### src/rtl/pipe_stage_reg.sv
// pipe_stage_reg
//
// Y86-64 pipeline stage register placed between adjacent stages (F/D, D/E,
// E/M, M/W). Carries icode, ifun, NREG register-ID fields, NVAL value fields
// and the status code, with stall (hold) and bubble (nop inject) control.
// Also contains a consecutive-stall watchdog, a stall/bubble conflict flag
// and optional performance counters.
//
// Build option:
//   PIPE_STAGE_PERF_EN  defined   -> stall_cnt / bubble_cnt are live 32-bit
//                                    wrapping counters
//                       undefined -> both read as constant 0, no counter flops
//
// Ports:
//   clk            clock, all state updates on rising edge
//   rst_n          synchronous active-low reset
//   stall          hold current contents (wins over bubble)
//   bubble         load a nop on the next edge
//   icode_in       upstream icode
//   ifun_in        upstream ifun
//   reg_in         register IDs, field k at [4k+3:4k]
//   val_in         values, field k at [VW*k+VW-1:VW*k]
//   stat_in        upstream status
//   icode_out .. stat_out   registered copies of the inputs
//   valid_out      1 = real instruction held, 0 = bubble
//   stall_timeout  sticky, stall held STALL_MAX consecutive edges
//   ctrl_conflict  sticky, stall and bubble asserted on the same edge
//   stall_cnt      stalled edges (perf)
//   bubble_cnt     bubbles injected (perf)

module pipe_stage_reg #(
   parameter int           NREG         = 2,
   parameter int           NVAL         = 2,
   parameter int           VW           = 64,
   parameter logic [3:0]   BUBBLE_ICODE = 4'h1,
   parameter logic [2:0]   BUBBLE_STAT  = 3'd0,
   parameter int           STALL_MAX    = 15
) (
   input  logic                 clk,
   input  logic                 rst_n,
   input  logic                 stall,
   input  logic                 bubble,
   input  logic [3:0]           icode_in,
   input  logic [3:0]           ifun_in,
   input  logic [NREG*4-1:0]    reg_in,
   input  logic [NVAL*VW-1:0]   val_in,
   input  logic [2:0]           stat_in,
   output logic [3:0]           icode_out,
   output logic [3:0]           ifun_out,
   output logic [NREG*4-1:0]    reg_out,
   output logic [NVAL*VW-1:0]   val_out,
   output logic [2:0]           stat_out,
   output logic                 valid_out,
   output logic                 stall_timeout,
   output logic                 ctrl_conflict,
   output logic [31:0]          stall_cnt,
   output logic [31:0]          bubble_cnt
);

   localparam int               RUN_W    = $clog2(STALL_MAX + 1);
   localparam logic [RUN_W-1:0] RUN_MAX  = RUN_W'(STALL_MAX);
   localparam logic [NREG*4-1:0] REG_NONE = {NREG{4'hF}};

   logic [RUN_W-1:0] stall_run;

   // Payload: reset and bubble load identical nop contents.
   always_ff @(posedge clk) begin
      if (!rst_n) begin
         icode_out <= BUBBLE_ICODE;
         ifun_out  <= 4'h0;
         reg_out   <= REG_NONE;
         val_out   <= '0;
         stat_out  <= BUBBLE_STAT;
         valid_out <= 1'b0;
      end else if (stall) begin
         icode_out <= icode_out;
         ifun_out  <= ifun_out;
         reg_out   <= reg_out;
         val_out   <= val_out;
         stat_out  <= stat_out;
         valid_out <= valid_out;
      end else if (bubble) begin
         icode_out <= BUBBLE_ICODE;
         ifun_out  <= 4'h0;
         reg_out   <= REG_NONE;
         val_out   <= '0;
         stat_out  <= BUBBLE_STAT;
         valid_out <= 1'b0;
      end else begin
         icode_out <= icode_in;
         ifun_out  <= ifun_in;
         reg_out   <= reg_in;
         val_out   <= val_in;
         stat_out  <= stat_in;
         valid_out <= 1'b1;
      end
   end

   // Watchdog: run length saturates at STALL_MAX; the timeout flag is set on
   // the edge that takes the run to STALL_MAX (or any later stalled edge).
   always_ff @(posedge clk) begin
      if (!rst_n) begin
         stall_run     <= '0;
         stall_timeout <= 1'b0;
      end else if (stall) begin
         if (stall_run != RUN_MAX) begin
            stall_run <= stall_run + 1'b1;
         end
         if (stall_run >= RUN_MAX - 1'b1) begin
            stall_timeout <= 1'b1;
         end
      end else begin
         stall_run <= '0;
      end
   end

   always_ff @(posedge clk) begin
      if (!rst_n) begin
         ctrl_conflict <= 1'b0;
      end else if (stall && bubble) begin
         ctrl_conflict <= 1'b1;
      end
   end

`ifdef PIPE_STAGE_PERF_EN
   logic [31:0] stall_cnt_q;
   logic [31:0] bubble_cnt_q;

   // A conflicting edge is a stall, so it counts as stalled, not bubbled.
   always_ff @(posedge clk) begin
      if (!rst_n) begin
         stall_cnt_q  <= '0;
         bubble_cnt_q <= '0;
      end else if (stall) begin
         stall_cnt_q <= stall_cnt_q + 32'd1;
      end else if (bubble) begin
         bubble_cnt_q <= bubble_cnt_q + 32'd1;
      end
   end

   assign stall_cnt  = stall_cnt_q;
   assign bubble_cnt = bubble_cnt_q;
`else
   assign stall_cnt  = 32'd0;
   assign bubble_cnt = 32'd0;
`endif

endmodule

### config.mk
export PLATFORM = sky130hd
export DESIGN_NAME = pipe_stage_reg
export DESIGN_NICKNAME = d
export VERILOG_FILES = /design/src/rtl/pipe_stage_reg.sv
export SDC_FILE = /design/constraint.sdc
export NUM_CORES = 1
export LEC_CHECK = 0
export ABC_AREA = 1
export BUFFER_PORTS_ARGS = -buffer_cell sky130_fd_sc_hd__buf_2
export CELL_PAD_IN_SITES_DETAIL_PLACEMENT = 0
export CELL_PAD_IN_SITES_GLOBAL_PLACEMENT = 1
export CORE_AREA = 2 2 144 146
export DETAILED_ROUTE_END_ITERATION = 10
export DIE_AREA = 0 0 146 148
export PLACE_DENSITY_LB_ADDON = 0.1
export SYNTH_ARGS = -nofsm -noshare
export SYNTH_HDL_FRONTEND = slang
export SYNTH_SLANG_ARGS = --single-unit
### constraint.sdc
create_clock -name clk -period 2.45 [get_ports clk]
set_clock_uncertainty 0.1 [all_clocks]
set_input_delay 0.49 -clock clk [delete_from_list [all_inputs] [get_ports clk]]
set_output_delay 0.49 -clock clk [all_outputs]
set_load 0.02 [all_outputs]
==> impl_summary.log <==
[metrics] slack of the worst reg-to-reg path: 1260 ps
[metrics] worst-case reg-to-reg path depth: 4
[metrics] Vias/cell: 3.88
[metrics] Tmin final: 1530 ps
[metrics] final worst path period share: 62.6%
[metrics] list of cells traversed by the critical path: buf_2
[metrics] number of setup violations in the final report: 0
[metrics] pin count of the biggest net entering global routing: 71
[metrics] vias in the first global route: 4751
[metrics] Final Hold Vio Count: 0
[metrics] type of the worst min-delay path: in -> reg
[metrics] data arrival time of the worst path: 940 ps
[metrics] leakage power figure: 4.44 nW
[metrics] hold endpoint: ifun_out[0]
[metrics] cell count of the worst hold path: 3
[metrics] Required @ worst endpoint: 1860 ps
[metrics] power per cell area: 788 nW/µm²
[metrics] DRC violation total after the first TritonRoute iteration: 160
[metrics] proportion of synthesized chip area in sequential cells: 55.4%
[metrics] dpl hpwl: 11500 µm
[metrics] instance area at placement: 7090 µm²
[metrics] net switching component of the power: 1.52 mW
[metrics] number of antenna violations at the first check in global routing: 3
[metrics] clock latency at the later pin of the worst-skew pair: 410 ps
[metrics] first-pass GRT wire length: 24500 µm
[metrics] status: finished, final reports clean
[metrics] GR Util All Layers: 14.4%
[metrics] hold-fix buffer count after cts: 0
[metrics] start-to-end type of the worst setup path: reg -> out
[metrics] count of standard-cell rows: 52
[metrics] Initial DRT Pass Iterations: 4
[metrics] CTS Buf Count: 17
[metrics] final slew viol count: 0
[metrics] area taken by flip-flops and latches: 3080 µm²
[metrics] grt ovf: 0
[metrics] internal cell power: 4.58 mW
[metrics] Critical Path End Type: output pin
[metrics] Root Driver: clkbuf_16
[metrics] max-cap check violation count: 0
[metrics] overall power of the completed layout: 6.10 mW
[metrics] total standard cell area after synthesis: 5570 µm²
[metrics] Worst Min Path Start: ifun_in[0]
[metrics] drt wl/cell: 12.3 µm
[metrics] # fillers: 2254
[metrics] fraction of final layout cells with drive strength greater than 1: 32.8%
[metrics] area of the multi-input gates: 2040 µm²
[metrics] Syn Area/Cell: 7.64 µm²
[metrics] number of distinct library cells after synthesis: 16
[metrics] core area: 20000 µm²
[metrics] RSZ-0062 raised after global routing: false
[metrics] CTS tree: yes
[metrics] Total Die Area: 21600 µm²
[metrics] switching part of the total: 25.0%
[metrics] signed area change from the synthesized netlist to the final layout: 39.1%
[metrics] sink count of the clock tree: 154
[metrics] number of top-level pins: 365
[metrics] dominant cells by area after synthesis: dfxtp_1 (55%), nand2_1 (29%), buf_4 (9.3%)
[metrics] commonest cells after routing, fill and taps aside: nand2_1 (423), buf_2 (300), dfxtp_1 (154), conb_1 (64), nor2_1 (36)
[metrics] initial standard-cell utilization of the core: 27.8%
[metrics] floorplan die height: 148 µm
[metrics] final-layout setup total negative slack: 0 ps
[metrics] portion of total power attributed to the clock network: 46.6%
[metrics] number of DRC violations after detailed routing: 0
[metrics] number of routed nets with antenna violations: 0
[metrics] Max Clock Freq: 0.652 GHz
[metrics] most common cell after layout, fill and taps aside: nand2_1
[metrics] die width: 146 µm
[metrics] Synth top area share: 55.4%
[metrics] Critical Path Max Stage Delay: 350 ps
[metrics] Final Util: 38.6%
[metrics] total number of vias: 5067
[metrics] clock-pin slew on the worst setup and hold paths: 70 ps
[metrics] element type at the critical path start: register
[metrics] origin of the critical flop-to-flop path: stall_run[1]
[metrics] total number of yosys warnings: 0
[metrics] WP buf/inv: 1
[metrics] RR Endpoint: stall_run[1]
[metrics] worst ir drop on vdd: 0.000413 V
[metrics] post-cts sizing count: 0
[metrics] critical-path cell with the highest stage delay: dfxtp_1
[metrics] maximum root-to-sink buffer count: 2
[metrics] Final Routed Wirelength: 16000 µm
[metrics] maximum fanout count along the critical path: 2
[metrics] sequential power share: 43.4%
[metrics] gate count after technology mapping: 728
[metrics] part of the total power dissipated in combinational logic: 9.9%
[metrics] final instance area: 7740 µm²
[metrics] top cell family by delay on the critical path: flip-flops
[metrics] # nets final: 1173
[metrics] #FFs+latches synth: 154
[metrics] Post-CTS Setup Inserts: 0
[metrics] placer's final routability congestion estimate: 0.736
[metrics] input/output buffers: 300
[metrics] most area-hungry cell type in the Yosys netlist: dfxtp_1
[metrics] H-tree lvl count: 4
==> power groups by stage <==
| stage | sequential (mW) | combinational (mW) | clock (mW) |
|---|---|---|---|
| CTS | 2.65 | 0.616 | 2.95 |
| global placement | 2.71 | 0.613 | 0 |
| floorplan | 2.83 | 0.301 | 0 |
| finish | 2.65 | 0.605 | 2.85 |
| detailed placement | 2.70 | 0.615 | 0 |
| global route | 2.66 | 0.663 | 3.05 |
==> how the worst max path moves through the flow <==
stage                start            to  slack, ps  cells past startpoint
6_report       val_out[46]   val_out[46]        920                      1
4_1_cts        val_out[46]   val_out[46]        880                      1
3_3_place_gp         stall  val_out[115]        760                      7
2_1_floorplan        stall  icode_out[1]       1200                      7
3_5_place_dp         stall   val_out[99]        730                      7
5_1_grt        val_out[46]   val_out[46]        840                      1
==> through the flow <==
step	instances	setup WS [ps]	hold WS, ps
after floorplan	791	1200	385
after global placement	1271	764	326
after detailed placement	1271	733	333
after CTS	1303	878	129
after global routing	1305	845	136
final	1306	916	154
==> cell usage after synthesis, drive strengths merged <==
cell type,count
ha,2
conb,1
nor2,36
nand3,3
inv,7
clkbuf,4
o21ai,1
buf,92
nand2,423
a21oi,3
xnor2,1
nand4,1
dfxtp,154
==> flip-flops by register name (all words and copies together) (netlist names) <==
| register | count |
|---|---|
| stall_timeout | 1 |
| reg_out | 8 |
| icode_out | 4 |
| stat_out | 3 |
| stall_run | 4 |
| valid_out | 1 |
| ctrl_conflict | 1 |
| ifun_out | 4 |
| val_out | 128 |
==> cells by family after synthesis <==
group	after synthesis	synth area share, %
fa+ha+maj	2	0.450
xor+xnor	1	0.157
other cells	1	0.0674
flops	154	55.4
simple gates	463	31.3
compound gates	4	0.360
buf+inv	103	12.2
==> layout make-up <==
cell class                      instances  area share, %
Tap cell                              270           4.37
Sequential cell                       154           39.8
Inverter                                7          0.404
Clock buffer                           20           5.90
Timing Repair Buffer                  306           20.6
Antenna cell                            3         0.0970
Clock inverter                         12           2.43
Multi-Input combinational cell        534           26.3
==> routing by layer <==
layer / global-route usage, % / routed length, µm / vias up
met1: 16.4 / 6560 / 2185
met4: 5.58 / 292 / 0
li1: - / - / 2644
met3: 6.67 / 1700 / 21
met2: 23.5 / 7460 / 217
met5: 0 / 0 / -
No activity file was read; power rests on OpenSTA's default activity.
